==> src/rtl/sockit_spi_pkg.sv <==
// Shared field positions and types for the SPI task sequencer and command-bus arbiter.
package sockit_spi_pkg;

  localparam int unsigned TSK_IOD   = 31;
  localparam int unsigned TSK_BSY   = 31;
  localparam int unsigned TSK_LEN_W = 31;

  // Command flag positions are counted down from the MSB: bit index is CW - CMD_x.
  localparam int unsigned CMD_SRC  = 1;
  localparam int unsigned CMD_IOD  = 2;
  localparam int unsigned CMD_LST  = 3;
  localparam int unsigned CMD_NB_W = 8;

  typedef enum logic {IDLE, RUN} arb_state_e;

endpackage

==> src/rtl/sockit_spi_dma_arb.sv <==
// Arbitrates the SPI command bus between REG passthrough and DMA tasks,
// splitting each DMA task into word-sized commands.
module sockit_spi_dma_arb
  import sockit_spi_pkg::*;
#(
  parameter int unsigned DW = 32,
  parameter int unsigned CW = 32
) (
  input  logic          ACLK,
  input  logic          ARESETn,
  input  logic          tsk_vld,
  output logic          tsk_rdy,
  input  logic [31:0]   tsk_ctl,
  output logic [31:0]   tsk_sts,
  output logic          tsk_dne,
  input  logic          reg_vld,
  input  logic [CW-1:0] reg_dat,
  output logic          reg_rdy,
  output logic          cmd_vld,
  output logic [CW-1:0] cmd_dat,
  input  logic          cmd_rdy
);

  localparam int unsigned BPW = DW / 8;

  typedef logic [TSK_LEN_W-1:0] len_t;

  // Bytes carried by the next command: the remainder, capped at one word.
  function automatic len_t chunk_nb(input len_t r);
    return (r > len_t'(BPW)) ? len_t'(BPW) : r;
  endfunction

  arb_state_e    state_q, state_d;
  len_t          rem_q, rem_d;
  logic          iod_q, iod_d;
  logic          dne_d;
  len_t          nb;
  logic          lst;
  logic [CW-1:0] dma_dat;

  always_ff @(posedge ACLK or negedge ARESETn) begin
    if (!ARESETn) begin
      state_q <= IDLE;
      rem_q   <= '0;
      iod_q   <= 1'b0;
      tsk_dne <= 1'b0;
    end else begin
      state_q <= state_d;
      rem_q   <= rem_d;
      iod_q   <= iod_d;
      tsk_dne <= dne_d;
    end
  end

  always_comb begin
    state_d = state_q;
    rem_d   = rem_q;
    iod_d   = iod_q;
    dne_d   = 1'b0;
    nb      = chunk_nb(rem_q);
    lst     = (rem_q <= len_t'(BPW));
    dma_dat = '0;
    dma_dat[CW-CMD_SRC] = 1'b1;
    dma_dat[CW-CMD_IOD] = iod_q;
    dma_dat[CW-CMD_LST] = lst;
    dma_dat[CMD_NB_W-1:0] = CMD_NB_W'(nb - len_t'(1));
    tsk_rdy = 1'b0;
    reg_rdy = 1'b0;
    cmd_vld = 1'b0;
    cmd_dat = '0;

    unique case (state_q)
      IDLE: begin
        cmd_vld = reg_vld;
        cmd_dat = reg_dat;
        reg_rdy = cmd_rdy;
        tsk_rdy = ~reg_vld;
        if (tsk_vld && !reg_vld) begin
          iod_d = tsk_ctl[TSK_IOD];
          rem_d = tsk_ctl[TSK_LEN_W-1:0];
          if (tsk_ctl[TSK_LEN_W-1:0] == '0) dne_d = 1'b1;
          else                              state_d = RUN;
        end
      end
      RUN: begin
        cmd_vld = 1'b1;
        cmd_dat = dma_dat;
        if (cmd_rdy) begin
          rem_d = rem_q - nb;
          if (lst) begin
            state_d = IDLE;
            dne_d   = 1'b1;
          end
        end
      end
      default: state_d = IDLE;
    endcase

    tsk_sts = {(state_q == RUN), rem_q};
  end

endmodule

==> config.mk <==
export PLATFORM = sky130hd
export DESIGN_NAME = sockit_spi_dma_arb
export DESIGN_NICKNAME = d
export VERILOG_FILES = /design/src/rtl/sockit_spi_pkg.sv /design/src/rtl/sockit_spi_dma_arb.sv
export SDC_FILE = /design/constraint.sdc
export NUM_CORES = 1
export LEC_CHECK = 0
export ABC_AREA = 1
export CORE_MARGIN = 5
export CORE_UTILIZATION = 35
export CTS_CLUSTER_DIAMETER = 60
export DETAILED_ROUTE_END_ITERATION = 10
export PLACE_DENSITY_LB_ADDON = 0.2
export SETUP_SLACK_MARGIN = 0.05
export SYNTH_ARGS = -nofsm -noshare
export SYNTH_HDL_FRONTEND = slang
export SYNTH_SLANG_ARGS = --single-unit
==> constraint.sdc <==
create_clock -name ACLK -period 4.9 [get_ports ACLK]
set_input_delay 0.735 -clock ACLK [delete_from_list [all_inputs] [get_ports ACLK]]
set_output_delay 0.735 -clock ACLK [all_outputs]
set_load 0.03 [all_outputs]
## Yosys cells after proc, flatten, opt, wreduce, memory -nomap -nowiden

Cells that the tools add are included.

| cells by class | value |
|---|---|
| add/subtract/negate cells | 2 |
| $mul | 0 |
| div/mod/pow operators | 0 |
| $lt $le $gt $ge | 2 |
| eq/ne operators | 2 |
| shifts and indexed selects | 0 |
| multiplexer cells | 18 |
| bitwise gates (word level) | 2 |
| reductions and logical operators | 5 |

Operators by type and width:

| operator | number |
|---|---|
| 31-bit two-way mux | 3 |
| 32-bit case mux with 2 select lines | 1 |
| 31-bit case mux with 2 select lines | 1 |
| 31-bit by 3-bit > comparator with 1-bit output, second input constant | 1 |
| 31-bit by 3-bit less-or-equal comparator with 1-bit output, second input constant | 1 |
| 31-bit logical NOT | 1 |
| 31-bit subtractor | 1 |
| 1-bit two-way mux | 10 |
| 8-bit by 1-bit subtractor with 8-bit output, second input constant | 1 |
| 1-bit case mux with 2 select lines | 3 |
| 2-bit != test, second input constant | 2 |
| 2-bit AND reduction | 2 |
| 1-bit NOT | 2 |
| 1-bit logical AND | 1 |
| 1-bit logical NOT | 1 |

| word-level totals | value |
|---|---|
| register bits | 34 |
| bits in latches | 0 |
| bits in writable memories | 0 |
| bits in read-only memories | 0 |
| input bits | 69 |
| memories | 0 |

## Logic depth before layout (Yosys ltp)

| depth | value |
|---|---|
| depth in word-level cells | 5 |
| gate-level depth with buffers | 18 |
| mapped depth without buffers | 18 |

## Least setup slack after synthesis

No wires, ideal clock.

| timing path | value |
|---|---|
| path type | flip-flop to output port |
| from | register rem_q[2] |
| to | output cmd_dat[1] |
| arrival time | 2.177 ns |
| required time | 4.165 ns |
| setup slack | 1.988 ns |
| stages on the path, launching flop included | 9 |
| buffers on the path | 0 |
| cells stage by stage | dfrtp_1 -> inv_1 -> nor2_1 -> nor2_1 -> nand2_2 -> nor2_1 -> nand2_1 -> ha_1 -> o21ai_0 |

| between the ends | value |
|---|---|
| word-level cells in the longest chain between the ends | 4 |

RTL lines:

| element | line | RTL |
|---|---|---|
| from (decl) | sockit_spi_dma_arb.sv:34 | `len_t rem_q, rem_d;` |
| from (signal assigned) | sockit_spi_dma_arb.sv:49 | `rem_q <= rem_d;` |
| 31-bit by 3-bit > comparator with 1-bit output | sockit_spi_dma_arb.sv:30 | `return (r > len_t'(BPW)) ? len_t'(BPW) : r;` |
| 31-bit two-way mux | sockit_spi_dma_arb.sv:30 |  |
| 8-bit by 1-bit subtractor with 8-bit output | sockit_spi_dma_arb.sv:66 | `dma_dat[CMD_NB_W-1:0] = CMD_NB_W'(nb - len_t'(1));` |
| 32-bit case mux with 2 select lines | sockit_spi_dma_arb.sv:72 | `unique case (state_q)` |
| to (decl) | sockit_spi_dma_arb.sv:20 | `output logic [CW-1:0] cmd_dat,` |

No other way between the ends.

## Worst setup path after layout

| timing path | value |
|---|---|
| from | register rem_q[26] |
| to | output cmd_dat[2] |

Same word-level chain as after synthesis.

==> results.cfg <==
[outcome]
status = complete, no violations

[critical_path]
crit_family = simple AND/OR/NAND/NOR gates
r2r_slack_ns = 2.06
slowest_delay_ns = 0.62
critical_path_required_ns = 4.16
startpoint_type = flip-flop
crit_chain = nor2_2 -> nand2_1 -> nor2_1 -> nand2_2 -> nor2_1 -> nand2_1 -> ha_1 -> inv_1 -> nor2_1 -> nor2_1 -> a21oi_1 -> clkdlybuf4s50_1
crit_slowest_cell = clkdlybuf4s50_1
crit_type = flip-flop to output pin
r2r_end = rem_q[8]
cpMostUsedCell = nor2_1
arrival_ns = 2.81
path_max_fanout = 7
rr_startpoint = state_q
path_buf_inv = 2
rr_worst_depth = 7
end_kind = output pin

[synth]
synth_area_um2 = 3150
yosysWarnings = 0
ys_types = 37
synth_enable_flop_cells = 0
syn-num-nets = 616
ys_seq_area_frac = 0.270
synthCells = 545
ys_ff_latch = 34
synth-main-ff-cell = dfrtp_1
async_reset_ff_frac = 1.00
syn_avg_cell_area_um2 = 5.77

[power]
ir_drop_mv = 0.180
power.density_nw_per_um2 = 446
fin_total_pwr_w = 0.00209
leakage_nw = 2.22

[global_route]
globalRouteOverflowTotal = 0
grt_max_degree = 42
grt_pass1_vias = 3788
grt_pass1_wl_mm = 19.0
gr-usage-all-layers = 0.210
antenna_found_initial = 0

[place]
gp_congestion = 0.954
place_ws_ns = 1.68
dp_hpwl_mm = 9.44
io_buffer_count = 136

[timing]
max_freq_mhz = 282
period_needed_ns = 3.55
relSlewSlack = 0.379
skew_ns = 0.00553
tightest_slew_ns = 0.930
finalSetupTns_ns = 0
period_share = 0.724
timing.final.ws_setup_ns = 1.35
slew_viol_final = 0
hold_violations = 0
setup_violations = 0
rsz0062_at_grt = no

[min_path]
holdPathEnd = iod_q
hold_depth = 2
hold_start = iod_q
hold_class = flip-flop to flip-flop

[cells_and_area]
flow.area_growth_from_synthesis_pct = 49.3
layout_commonest_cell = nor2_1
nets = 744
final_cell_mix = nor2_1 (140), clkdlybuf4s50_1 (136), nand2_1 (117)
drive_above_1_share = 0.0564
antenna_cells = 0
final_core_util = 0.536

[clocking]
cts_buffer_depth = 2
clkSinkCount = 34
clkTransAtPathRegs_ns = 0.08
cts_buffers = 5
cts.htree.levels = 2
insertion_delay_ns = 0.29
clockRootBuffer = clkbuf_8
tritoncts = done
cts_hold_buffers = 0
cts_resized = 0
postCtsSetupBuffers = 0

[die]
initial_core_util = 0.359
pin_count = 137
dieWidth_um = 105
coreArea_um2 = 8760
die_area_um2 = 11000
die_h_um = 105
rows = 34

[detailed_routing]
via_per_inst = 4.99
dr.first_iter.drc_count = 201
drc = 0
drt_pass1_iterations = 4
antenna_left = 0
finalWirelength_mm = 12.0
routedWlPerCell_um = 15.3
vias = 3904

[run]
max_cap_violations = 0
per-stage QoR:
step	area [um^2]	instances	hold slack (ns)
global placement	4590	774	0.468
CTS	4700	782	0.499
floorplan	3150	545	0.439
global route	4700	782	0.547
finish	4700	782	0.492
detailed placement	4590	774	0.479
flip-flops by register name, summed over array words and instances, names as in the netlist:
name,cells
rem_q,31
tsk_dne,1
state_q,1
iod_q,1
power breakdown:
group	total, W	internal, W	switching (W)
registers	0.000567	0.000379	0.000188
clock network	0.000256	0.000142	0.000114
logic	0.00127	0.000477	0.000794
worst reg2reg max path: cells and delay by family, from the launching register on:
kind	cells	cell delay (ns)
AND/OR/NAND/NOR	5	1.04
flip-flops	1	0.80
AO/OA/AOI/OAI	1	0.09
buffers and inverters	1	0.75
cell families (layout without fill, tap and decap cells):
logic type,after synthesis,after routing,share of synthesized area
AO/OA/AOI/OAI,49,49,0.0851
XOR/XNOR,6,6,0.0167
adder cells (fa/ha/maj),2,2,0.00795
buffers and inverters,107,236,0.131
flip-flops,34,34,0.270
other,1,1,0.00119
AND/OR/NAND/NOR,346,346,0.487
metal layers:
| layer | vias up | wire [um] | track usage |
|---|---|---|---|
| met5 | - | 0 | 0 |
| met4 | 0 | 247 | 0.0667 |
| met3 | 22 | 1110 | 0.0530 |
| met2 | 180 | 5580 | 0.349 |
| met1 | 1756 | 5060 | 0.267 |
| li1 | 1946 | - | - |
cell usage after synthesis (all sizes together) (2+ instances only):
library cell / count / area share
nand3b: 4 / 0.0095
buf: 6 / 0.0099
nor4: 8 / 0.016
o22ai: 6 / 0.012
nand2: 125 / 0.17
o21ai: 32 / 0.051
xor2: 6 / 0.017
o211ai: 2 / 0.0048
nand3: 41 / 0.068
a22oi: 2 / 0.0048
clkbuf: 11 / 0.013
inv: 89 / 0.11
nor2: 152 / 0.20
nand4: 8 / 0.016
dfrtp: 34 / 0.27
nor3: 5 / 0.0095
ha: 2 / 0.0080
a21oi: 5 / 0.0080
worst max-delay path by stage:
stage | startpoint | end | slack [ns] | depth (start not counted)
after floorplan | rem_q[2] | cmd_dat[1] | 1.99 | 8
after global routing | rem_q[8] | cmd_dat[2] | 1.08 | 14
final | rem_q[26] | cmd_dat[2] | 1.35 | 12
after detailed placement | rem_q[8] | cmd_dat[2] | 1.68 | 14
after global placement | rem_q[9] | cmd_dat[1] | 1.71 | 9
after CTS | rem_q[8] | cmd_dat[2] | 1.34 | 14
layout make-up:
type | count | area, um^2
tap | 108 | 135
multi-input combinational | 404 | 1880
clock buffer | 8 | 110
timing repair buffer | 138 | 1380
fill | 916 | 4070
inverter | 90 | 340
sequential | 34 | 852
Note: power is estimated with default switching activity, not from simulation.
